==> src/rtl/video_timing_pkg.sv <==
// Shared types and per-standard timing constants for the composite timing generator.
// NTSC_CFG/PAL_CFG are the production values; a parent may override them with a scaled set.
package video_timing_pkg;

  localparam int CW = 11;
  typedef logic [CW-1:0] cnt_t;
  localparam cnt_t ONE = cnt_t'(1);

  typedef enum logic {STD_NTSC = 1'b0, STD_PAL = 1'b1} std_e;
  typedef enum logic [1:0] {REG_EQ, REG_VSYNC, REG_HSYNC} vregion_e;

  typedef struct packed {
    cnt_t h_total;
    cnt_t h_back_porch;
    cnt_t h_vsync_pulse;
    cnt_t h_eq_pulse;
    cnt_t eq_hl;
    cnt_t field_hl;
    cnt_t v_act_start;
    cnt_t v_act_hl;
  } std_cfg_t;

  localparam std_cfg_t NTSC_CFG = '{h_total: 11'd1588, h_back_porch: 11'd152,
                                    h_vsync_pulse: 11'd678, h_eq_pulse: 11'd58,
                                    eq_hl: 11'd6, field_hl: 11'd525,
                                    v_act_start: 11'd42, v_act_hl: 11'd480};
  localparam std_cfg_t PAL_CFG  = '{h_total: 11'd1600, h_back_porch: 11'd170,
                                    h_vsync_pulse: 11'd682, h_eq_pulse: 11'd59,
                                    eq_hl: 11'd5, field_hl: 11'd625,
                                    v_act_start: 11'd46, v_act_hl: 11'd576};

  localparam cnt_t DEF_H_SYNC        = 11'd118;
  localparam cnt_t DEF_H_ACTIVE      = 11'd1280;
  localparam cnt_t DEF_H_BURST_START = 11'd132;
  localparam cnt_t DEF_H_BURST_END   = 11'd196;

  function automatic std_cfg_t cfg_sel(std_e s, std_cfg_t ntsc, std_cfg_t pal);
    return (s == STD_PAL) ? pal : ntsc;
  endfunction

endpackage

==> src/rtl/video_composite_timing_if.sv <==
// Mode request inputs and registered timing outputs of the composite timing generator.
interface video_composite_timing_if;
  logic pal;
  logic interlace;
  logic sync_n;
  logic color_burst;
  logic burst_vswitch;
  logic active;
  logic next_pixel;
  logic next_line;
  logic next_frame;
  logic vblank_pulse;
  logic current_field;
  logic std_pal;

  modport master (
    input  pal, interlace,
    output sync_n, color_burst, burst_vswitch, active, next_pixel, next_line,
           next_frame, vblank_pulse, current_field, std_pal
  );

  modport slave (
    output pal, interlace,
    input  sync_n, color_burst, burst_vswitch, active, next_pixel, next_line,
           next_frame, vblank_pulse, current_field, std_pal
  );
endinterface

==> src/rtl/video_timing_counter.sv <==
// Pixel and half-line counters, field flag and the shadow mode registers that
// only reload at the frame wrap (or while in reset).
module video_timing_counter
  import video_timing_pkg::*;
(
  input  logic clk,
  input  logic rst,
  input  logic pal,
  input  logic interlace,
  input  cnt_t h_total,
  input  cnt_t f_len,
  output std_e std_mode,
  output logic ilace,
  output cnt_t hcnt,
  output cnt_t vcnt,
  output logic field,
  output cnt_t h_half,
  output cnt_t v_last,
  output logic h_last,
  output logic h_half_last
);

  logic frame_wrap;

  assign h_half      = h_total >> 1;
  assign h_last      = (hcnt == h_total - ONE);
  assign h_half_last = h_last || (hcnt == h_half - ONE);
  assign v_last      = {f_len[CW-2:0], 1'b0} - ONE;
  assign frame_wrap  = h_last && (vcnt == v_last);

  always_ff @(posedge clk) begin
    if (rst) begin
      hcnt     <= '0;
      vcnt     <= '0;
      field    <= 1'b0;
      std_mode <= std_e'(pal);
      ilace    <= interlace;
    end else begin
      hcnt <= h_last ? '0 : hcnt + ONE;
      if (h_half_last) begin
        if (vcnt == v_last) begin
          vcnt  <= '0;
          field <= 1'b0;
        end else begin
          vcnt <= vcnt + ONE;
          if (vcnt + ONE == f_len) field <= 1'b1;
        end
      end
      // The new mode lands together with the counter wrap, so it governs half-line 0.
      if (frame_wrap) begin
        std_mode <= std_e'(pal);
        ilace    <= interlace;
      end
    end
  end

endmodule

==> src/rtl/video_composite_timing.sv <==
// Dual-standard composite timing generator: counters plus a one-clock registered
// decode of sync, burst, active window and fetch strobes.
module video_composite_timing
  import video_timing_pkg::*;
#(
  parameter std_cfg_t NTSC_SET      = NTSC_CFG,
  parameter std_cfg_t PAL_SET       = PAL_CFG,
  parameter cnt_t     H_SYNC        = DEF_H_SYNC,
  parameter cnt_t     H_ACTIVE      = DEF_H_ACTIVE,
  parameter cnt_t     H_BURST_START = DEF_H_BURST_START,
  parameter cnt_t     H_BURST_END   = DEF_H_BURST_END
) (
  input  logic clk,
  input  logic rst,
  video_composite_timing_if.master vid
);

  std_e     std_mode;
  std_cfg_t cfg;
  logic     ilace, field, h_last, h_half_last;
  cnt_t     hcnt, vcnt, h_half, v_last, f_len;

  assign cfg   = cfg_sel(std_mode, NTSC_SET, PAL_SET);
  assign f_len = cfg.field_hl + {{(CW-1){1'b0}}, ~ilace};

  video_timing_counter u_counter (
    .clk        (clk),
    .rst        (rst),
    .pal        (vid.pal),
    .interlace  (vid.interlace),
    .h_total    (cfg.h_total),
    .f_len      (f_len),
    .std_mode   (std_mode),
    .ilace      (ilace),
    .hcnt       (hcnt),
    .vcnt       (vcnt),
    .field      (field),
    .h_half     (h_half),
    .v_last     (v_last),
    .h_last     (h_last),
    .h_half_last(h_half_last)
  );

  cnt_t     hoff, rel, e2, e3, act_start, act_end, f1_start;
  vregion_e region;
  logic     sync_low, h_act, v_act, burst_d, nl_d, arm_d, vblank_d;

  assign hoff      = (hcnt >= h_half) ? hcnt - h_half : hcnt;
  assign rel       = vcnt - (field ? f_len : '0);
  assign e2        = cfg.eq_hl + cfg.eq_hl;
  assign e3        = e2 + cfg.eq_hl;
  assign act_start = H_SYNC + cfg.h_back_porch;
  assign act_end   = act_start + H_ACTIVE;
  // Field 1 active region is offset by one extra half-line relative to field 0.
  assign f1_start  = f_len + cfg.v_act_start + ONE;

  always_comb begin
    region   = REG_HSYNC;
    sync_low = 1'b0;
    if (rel < cfg.eq_hl)  region = REG_EQ;
    else if (rel < e2)    region = REG_VSYNC;
    else if (rel < e3)    region = REG_EQ;
    case (region)
      REG_EQ:    sync_low = hoff < cfg.h_eq_pulse;
      REG_VSYNC: sync_low = hoff < cfg.h_vsync_pulse;
      default:   sync_low = hcnt < H_SYNC;
    endcase
  end

  assign h_act    = (hcnt >= act_start) && (hcnt < act_end);
  assign v_act    = ((vcnt >= cfg.v_act_start) && (vcnt < cfg.v_act_start + cfg.v_act_hl)) ||
                    ((vcnt >= f1_start) && (vcnt < f1_start + cfg.v_act_hl));
  assign burst_d  = v_act && (hcnt >= H_BURST_START) && (hcnt < H_BURST_END);
  assign nl_d     = (hcnt == act_start - ONE);
  assign arm_d    = h_half_last &&
                    ((vcnt == cfg.v_act_start - ONE) || (vcnt == f1_start - ONE));
  assign vblank_d = h_half_last && ((vcnt == f_len - ONE) || (vcnt == v_last));

  logic sync_n_q, burst_q, vsw_q, active_q, pixel_q, line_q, frame_q, vblank_q;
  logic armed_q, cur_field_q;

  always_ff @(posedge clk) begin
    if (rst) begin
      sync_n_q    <= 1'b1;
      burst_q     <= 1'b0;
      vsw_q       <= 1'b0;
      active_q    <= 1'b0;
      pixel_q     <= 1'b0;
      line_q      <= 1'b0;
      frame_q     <= 1'b0;
      vblank_q    <= 1'b0;
      armed_q     <= 1'b0;
      cur_field_q <= 1'b0;
    end else begin
      sync_n_q <= ~sync_low;
      burst_q  <= burst_d;
      active_q <= h_act && v_act;
      pixel_q  <= h_act;
      line_q   <= nl_d;
      frame_q  <= nl_d && armed_q;
      vblank_q <= vblank_d;
      if (arm_d) begin
        armed_q     <= 1'b1;
        cur_field_q <= field;
      end else if (nl_d) begin
        armed_q <= 1'b0;
      end
      if (std_mode != STD_PAL) vsw_q <= 1'b0;
      else if (h_last)         vsw_q <= ~vsw_q;
    end
  end

  assign vid.sync_n        = sync_n_q;
  assign vid.color_burst   = burst_q;
  assign vid.burst_vswitch = vsw_q;
  assign vid.active        = active_q;
  assign vid.next_pixel    = pixel_q;
  assign vid.next_line     = line_q;
  assign vid.next_frame    = frame_q;
  assign vid.vblank_pulse  = vblank_q;
  assign vid.current_field = cur_field_q;
  assign vid.std_pal       = std_mode;

endmodule

==> src/flat_wrapper.sv <==
// flat-port wrapper written by rule: the top's interface ports become plain ports
module video_composite_timing_flat import video_timing_pkg::*;
#(
  parameter std_cfg_t NTSC_SET      = NTSC_CFG,
  parameter std_cfg_t PAL_SET       = PAL_CFG,
  parameter cnt_t     H_SYNC        = DEF_H_SYNC,
  parameter cnt_t     H_ACTIVE      = DEF_H_ACTIVE,
  parameter cnt_t     H_BURST_START = DEF_H_BURST_START,
  parameter cnt_t     H_BURST_END   = DEF_H_BURST_END
)
  (clk, rst, vid_pal, vid_interlace, vid_sync_n, vid_color_burst, vid_burst_vswitch, vid_active, vid_next_pixel, vid_next_line, vid_next_frame, vid_vblank_pulse, vid_current_field, vid_std_pal);
  video_composite_timing_if vid_i ();
  input  logic clk;
  input  logic rst;
  input wire logic [$bits(vid_i.pal)-1:0] vid_pal;
  input wire logic [$bits(vid_i.interlace)-1:0] vid_interlace;
  output wire logic [$bits(vid_i.sync_n)-1:0] vid_sync_n;
  output wire logic [$bits(vid_i.color_burst)-1:0] vid_color_burst;
  output wire logic [$bits(vid_i.burst_vswitch)-1:0] vid_burst_vswitch;
  output wire logic [$bits(vid_i.active)-1:0] vid_active;
  output wire logic [$bits(vid_i.next_pixel)-1:0] vid_next_pixel;
  output wire logic [$bits(vid_i.next_line)-1:0] vid_next_line;
  output wire logic [$bits(vid_i.next_frame)-1:0] vid_next_frame;
  output wire logic [$bits(vid_i.vblank_pulse)-1:0] vid_vblank_pulse;
  output wire logic [$bits(vid_i.current_field)-1:0] vid_current_field;
  output wire logic [$bits(vid_i.std_pal)-1:0] vid_std_pal;
  assign vid_i.pal = vid_pal;
  assign vid_i.interlace = vid_interlace;
  assign vid_sync_n = vid_i.sync_n;
  assign vid_color_burst = vid_i.color_burst;
  assign vid_burst_vswitch = vid_i.burst_vswitch;
  assign vid_active = vid_i.active;
  assign vid_next_pixel = vid_i.next_pixel;
  assign vid_next_line = vid_i.next_line;
  assign vid_next_frame = vid_i.next_frame;
  assign vid_vblank_pulse = vid_i.vblank_pulse;
  assign vid_current_field = vid_i.current_field;
  assign vid_std_pal = vid_i.std_pal;
  video_composite_timing #(.NTSC_SET(NTSC_SET), .PAL_SET(PAL_SET), .H_SYNC(H_SYNC), .H_ACTIVE(H_ACTIVE), .H_BURST_START(H_BURST_START), .H_BURST_END(H_BURST_END)) u_core (.clk(clk), .rst(rst), .vid(vid_i));
endmodule
==> config.mk <==
export PLATFORM = sky130hd
export DESIGN_NAME = video_composite_timing_flat
export DESIGN_NICKNAME = d
export VERILOG_FILES = /design/src/rtl/video_timing_pkg.sv /design/src/rtl/video_composite_timing_if.sv /design/src/rtl/video_timing_counter.sv /design/src/rtl/video_composite_timing.sv /design/src/flat_wrapper.sv
export SDC_FILE = /design/constraint.sdc
export NUM_CORES = 1
export LEC_CHECK = 0
export CORE_AREA = 2 2 94 74
export DETAILED_ROUTE_END_ITERATION = 16
export DIE_AREA = 0 0 96 76
export PLACE_DENSITY = 0.77
export REMOVE_ABC_BUFFERS = 1
export SYNTH_ARGS = -nofsm -noshare
export SYNTH_HDL_FRONTEND = slang
export SYNTH_SLANG_ARGS = --single-unit
==> constraint.sdc <==
create_clock -name clk -period 5.11 [get_ports clk]
set_input_delay 0.511 -clock clk [delete_from_list [all_inputs] [get_ports clk]]
set_output_delay 0.511 -clock clk [all_outputs]
set_load 0.1 [all_outputs]
==> results by group <==
Run status
  • Status: finished, final reports clean

Clocking
  • Worst-Skew Late Latency: 0.29 ns
  • Max clock buf depth: 2
  • Hold buffer count at cts: 0
  • CTS tree: built
  • CTS sink count: 35
  • # Post-CTS Setup Buffers: 0
  • H-Tree Level Count: 2
  • Clock Tree Root: clkbuf_8
  • CTS resizes: 0
  • CTS Buf Count: 5
  • Clock transition at path regs: 0.08 ns

Power
  • PwrDens: 170 nW/um2
  • Worst IR drop on VDD: 134 uV
  • Switch Pwr: 0.197 mW
  • Sequential Power Share: 0.426
  • Clock network fraction of design power: 0.385
  • Static leakage: 1.56 nW
  • Net Sw Frac: 0.295
  • Gate power share: 0.189
  • Pint: 0.473 mW

Drt
  • DRT iter0 DRCs: 270
  • TritonRoute pass-1 iters: 5
  • Final ANT Viol Nets: 0
  • DR DRC count: 0
  • Via count: 3432
  • Routed vias/inst: 6.27
  • WL/cell: 17.0 um
  • Total Wirelength: 9320 um

Timing
  • Final hold vios: 0
  • Maximum clock frequency: 0.263 GHz
  • Worst Max-Slew Pin Slew: 0.980 ns
  • Max transition margin: 0.344
  • Period utilization: 0.745
  • Final setup fails: 0
  • Unrepaired setup endpoints after global routing: no
  • Crit path time final: 3.80 ns
  • PnR worst setup slack: 1.31 ns
  • Post-route setup TNS: 0 ns
  • Slew Limit Fails: 0
  • Final hold slack: 0.459 ns
  • Skew final: 0.00603 ns

Die
  • Cell Rows: 26
  • Die X-Extent: 96 um
  • Starting Density: 0.573
  • Die footprint: 7300 um2
  • Core ar.: 6470 um2
  • Boundary Pins: 14
  • DIE HEIGHT: 76 um

Finish
  • Area Growth Syn to Fin: 6.37%
  • Fraction of layout instances using a drive strength above 1: 0.0691
  • Antenna diodes: 0
  • Net count, final: 517

Placement
  • Port buffer count: 13
  • Post-DP HPWL: 6950 um
  • Pre-CTS WS: 1.35 ns
  • Routability cong.: 0.958

Synthesis
  • Synth unique cells: 67
  • Syn. warnings: 0
  • Cell Area, Synth: 3710 um2
  • FF+latch count, synth: 35
  • Syn Inst Count: 468
  • Syn_area_per_cell: 7.93 um2
  • Top area cells in the synthesized netlist: dfxtp_1 (18%), ha_1 (17%), xnor2_1 (4.7%)
  • Top_reg_cell synth: dfxtp_1
  • EDFF count, synth: 2
  • Cell taking the most area after synthesis: dfxtp_1
  • Seq/Total Area, Yosys: 0.194
  • Post-synth ARST share: 0
  • Top cell type's share of synthesized area: 0.178

Setup path
  • CP required: 5.29 ns
  • Top cell by count, worst path: ha_1
  • CP max stage delay: 0.39 ns
  • CP max-delay cell: edfxtp_1
  • Crit Path Max Fanout: 11
  • Worst path arrival time: 3.99 ns
  • CP Cell Sequence: inv_1 > buf_4 > ha_1 > ha_1 > nor2b_1 > o221a_2 > o31a_1 > nor2_1 > mux2_2 > ha_1 > o311ai_0 > mux2i_1 > o221ai_1 > a32o_1 > a21oi_1
  • CP Launch Type: flip-flop
  • CP endpoint kind: flip-flop
  • Crit Path Class: flip-flop to flip-flop

Global routing
  • GRT Util Overall: 0.269
  • Total gr overflow: 0
  • Vias in the first global route: 3181
  • Largest net degree at the start of global routing: 27
  • Initial antenna violation count: 0
  • First-pass GRT wire length: 15800 um

Flow run
  • Max-cap violations: 0

Min path
  • Worst Hold Class: flip-flop to flip-flop
cells in the final DEF (no fill, tap or decap), drive strengths merged, types with 6 or more instances in the layout:
cell,count
or3b,8
nor4b,7
nor2b,6
nor3,15
nand2b,7
nand3,12
ha,50
a21o,7
nand4,6
xor2,18
nor4,6
or2,11
nand2,22
nor2,45
a21oi,28
xnor2,20
inv,21
o21ai,26
and3,8
clkdlybuf4s50,13
dfxtp,33
stage by stage:
stage                     cells  utilization  power, mW  instance area [um2]
final                       547        0.610      0.670                 3950
after global routing        547        0.610      0.703                 3950
after CTS                   547        0.610      0.676                 3950
after detailed placement    539        0.593      0.416                 3840
after global placement      539        0.593      0.414                 3840
after floorplan             439            -      0.381                 3580
final timing paths:
check,from,endpoint,slack (ns),cells after the start
hold / removal,u_core.armed_q,u_core.armed_q,0.46,2
hold reg to reg,u_core.armed_q,u_core.armed_q,0.46,2
setup / recovery,u_core.u_counter.std_mode,u_core.vid.sync_n,1.31,15
setup reg to reg,u_core.u_counter.std_mode,u_core.vid.sync_n,1.31,15
power by group through the flow:
| stage | Clock (mW) | Combinational (mW) | Sequential (mW) |
|---|---|---|---|
| floorplan | 0 | 0.0794 | 0.302 |
| global placement | 0 | 0.122 | 0.292 |
| detailed placement | 0 | 0.124 | 0.292 |
| CTS | 0.265 | 0.126 | 0.285 |
| global route | 0.276 | 0.141 | 0.286 |
| finish | 0.258 | 0.126 | 0.286 |
kinds of logic after synthesis:
family / share of synthesized area
AO/OA/AOI/OAI: 0.219
XOR/XNOR: 0.0897
adder cells (fa/ha/maj): 0.174
buffers and inverters: 0.0580
flip-flops: 0.194
multiplexers: 0.00843
AND/OR/NAND/NOR: 0.257
synthesized netlist by cell type, types with 5 or more instances:
| cell type | n |
|---|---|
| xor2_1 | 18 |
| and3_1 | 8 |
| dfxtp_1 | 33 |
| a21o_1 | 7 |
| clkbuf_1 | 22 |
| or2_2 | 10 |
| nand2b_1 | 7 |
| nand3_1 | 12 |
| nor4_1 | 6 |
| or3b_1 | 6 |
| nand4_1 | 6 |
| nor4b_1 | 7 |
| or3_1 | 5 |
| xnor2_1 | 20 |
| nor2_1 | 44 |
| a21oi_1 | 28 |
| nand2_1 | 22 |
| nor2b_1 | 6 |
| inv_1 | 20 |
| a211oi_1 | 5 |
| o21ai_0 | 26 |
| ha_1 | 50 |
| a31oi_1 | 5 |
| nor3_1 | 14 |
state kept, by name, summed over array words and instances (netlist names):
name / cells
u_core.u_counter.hcnt: 11
u_core.vid.burst_vswitch: 1
u_core.vid.vblank_pulse: 1
u_core.vid.active: 1
u_core.vid.next_pixel: 1
u_core.vid.current_field: 1
u_core.vid.color_burst: 1
u_core.vid.next_frame: 1
u_core.u_counter.ilace: 1
u_core.u_counter.std_mode: 1
u_core.u_counter.vcnt: 11
u_core.vid.next_line: 1
u_core.u_counter.field: 1
u_core.armed_q: 1
u_core.vid.sync_n: 1
critical path: cells and delay by family, from the launching register on:
kind / cells / cell delay (ns)
AO/OA/AOI/OAI: 6 / 1.23
adder cells (fa/ha/maj): 3 / 0.71
multiplexers: 2 / 0.51
buffers and inverters: 2 / 0.49
flip-flops: 1 / 0.39
AND/OR/NAND/NOR: 2 / 0.35
area by class of cell:
type,count,area [um2]
inverter,21,81.3
timing repair buffer,16,153
clock buffer,5,68.8
sequential,35,721
multi-input combinational,383,2780
tap,84,105
fill,595,2520
clock inverter,3,43.8
per-layer routing:
layer	GRT usage	vias to the layer above	wire [um]
met3	0.0386	13	606
met2	0.390	134	3890
met4	0.0614	0	121
met1	0.414	1591	4710
met5	0	-	0
li1	-	1694	-
Note: power is estimated with default switching activity, not from simulation.
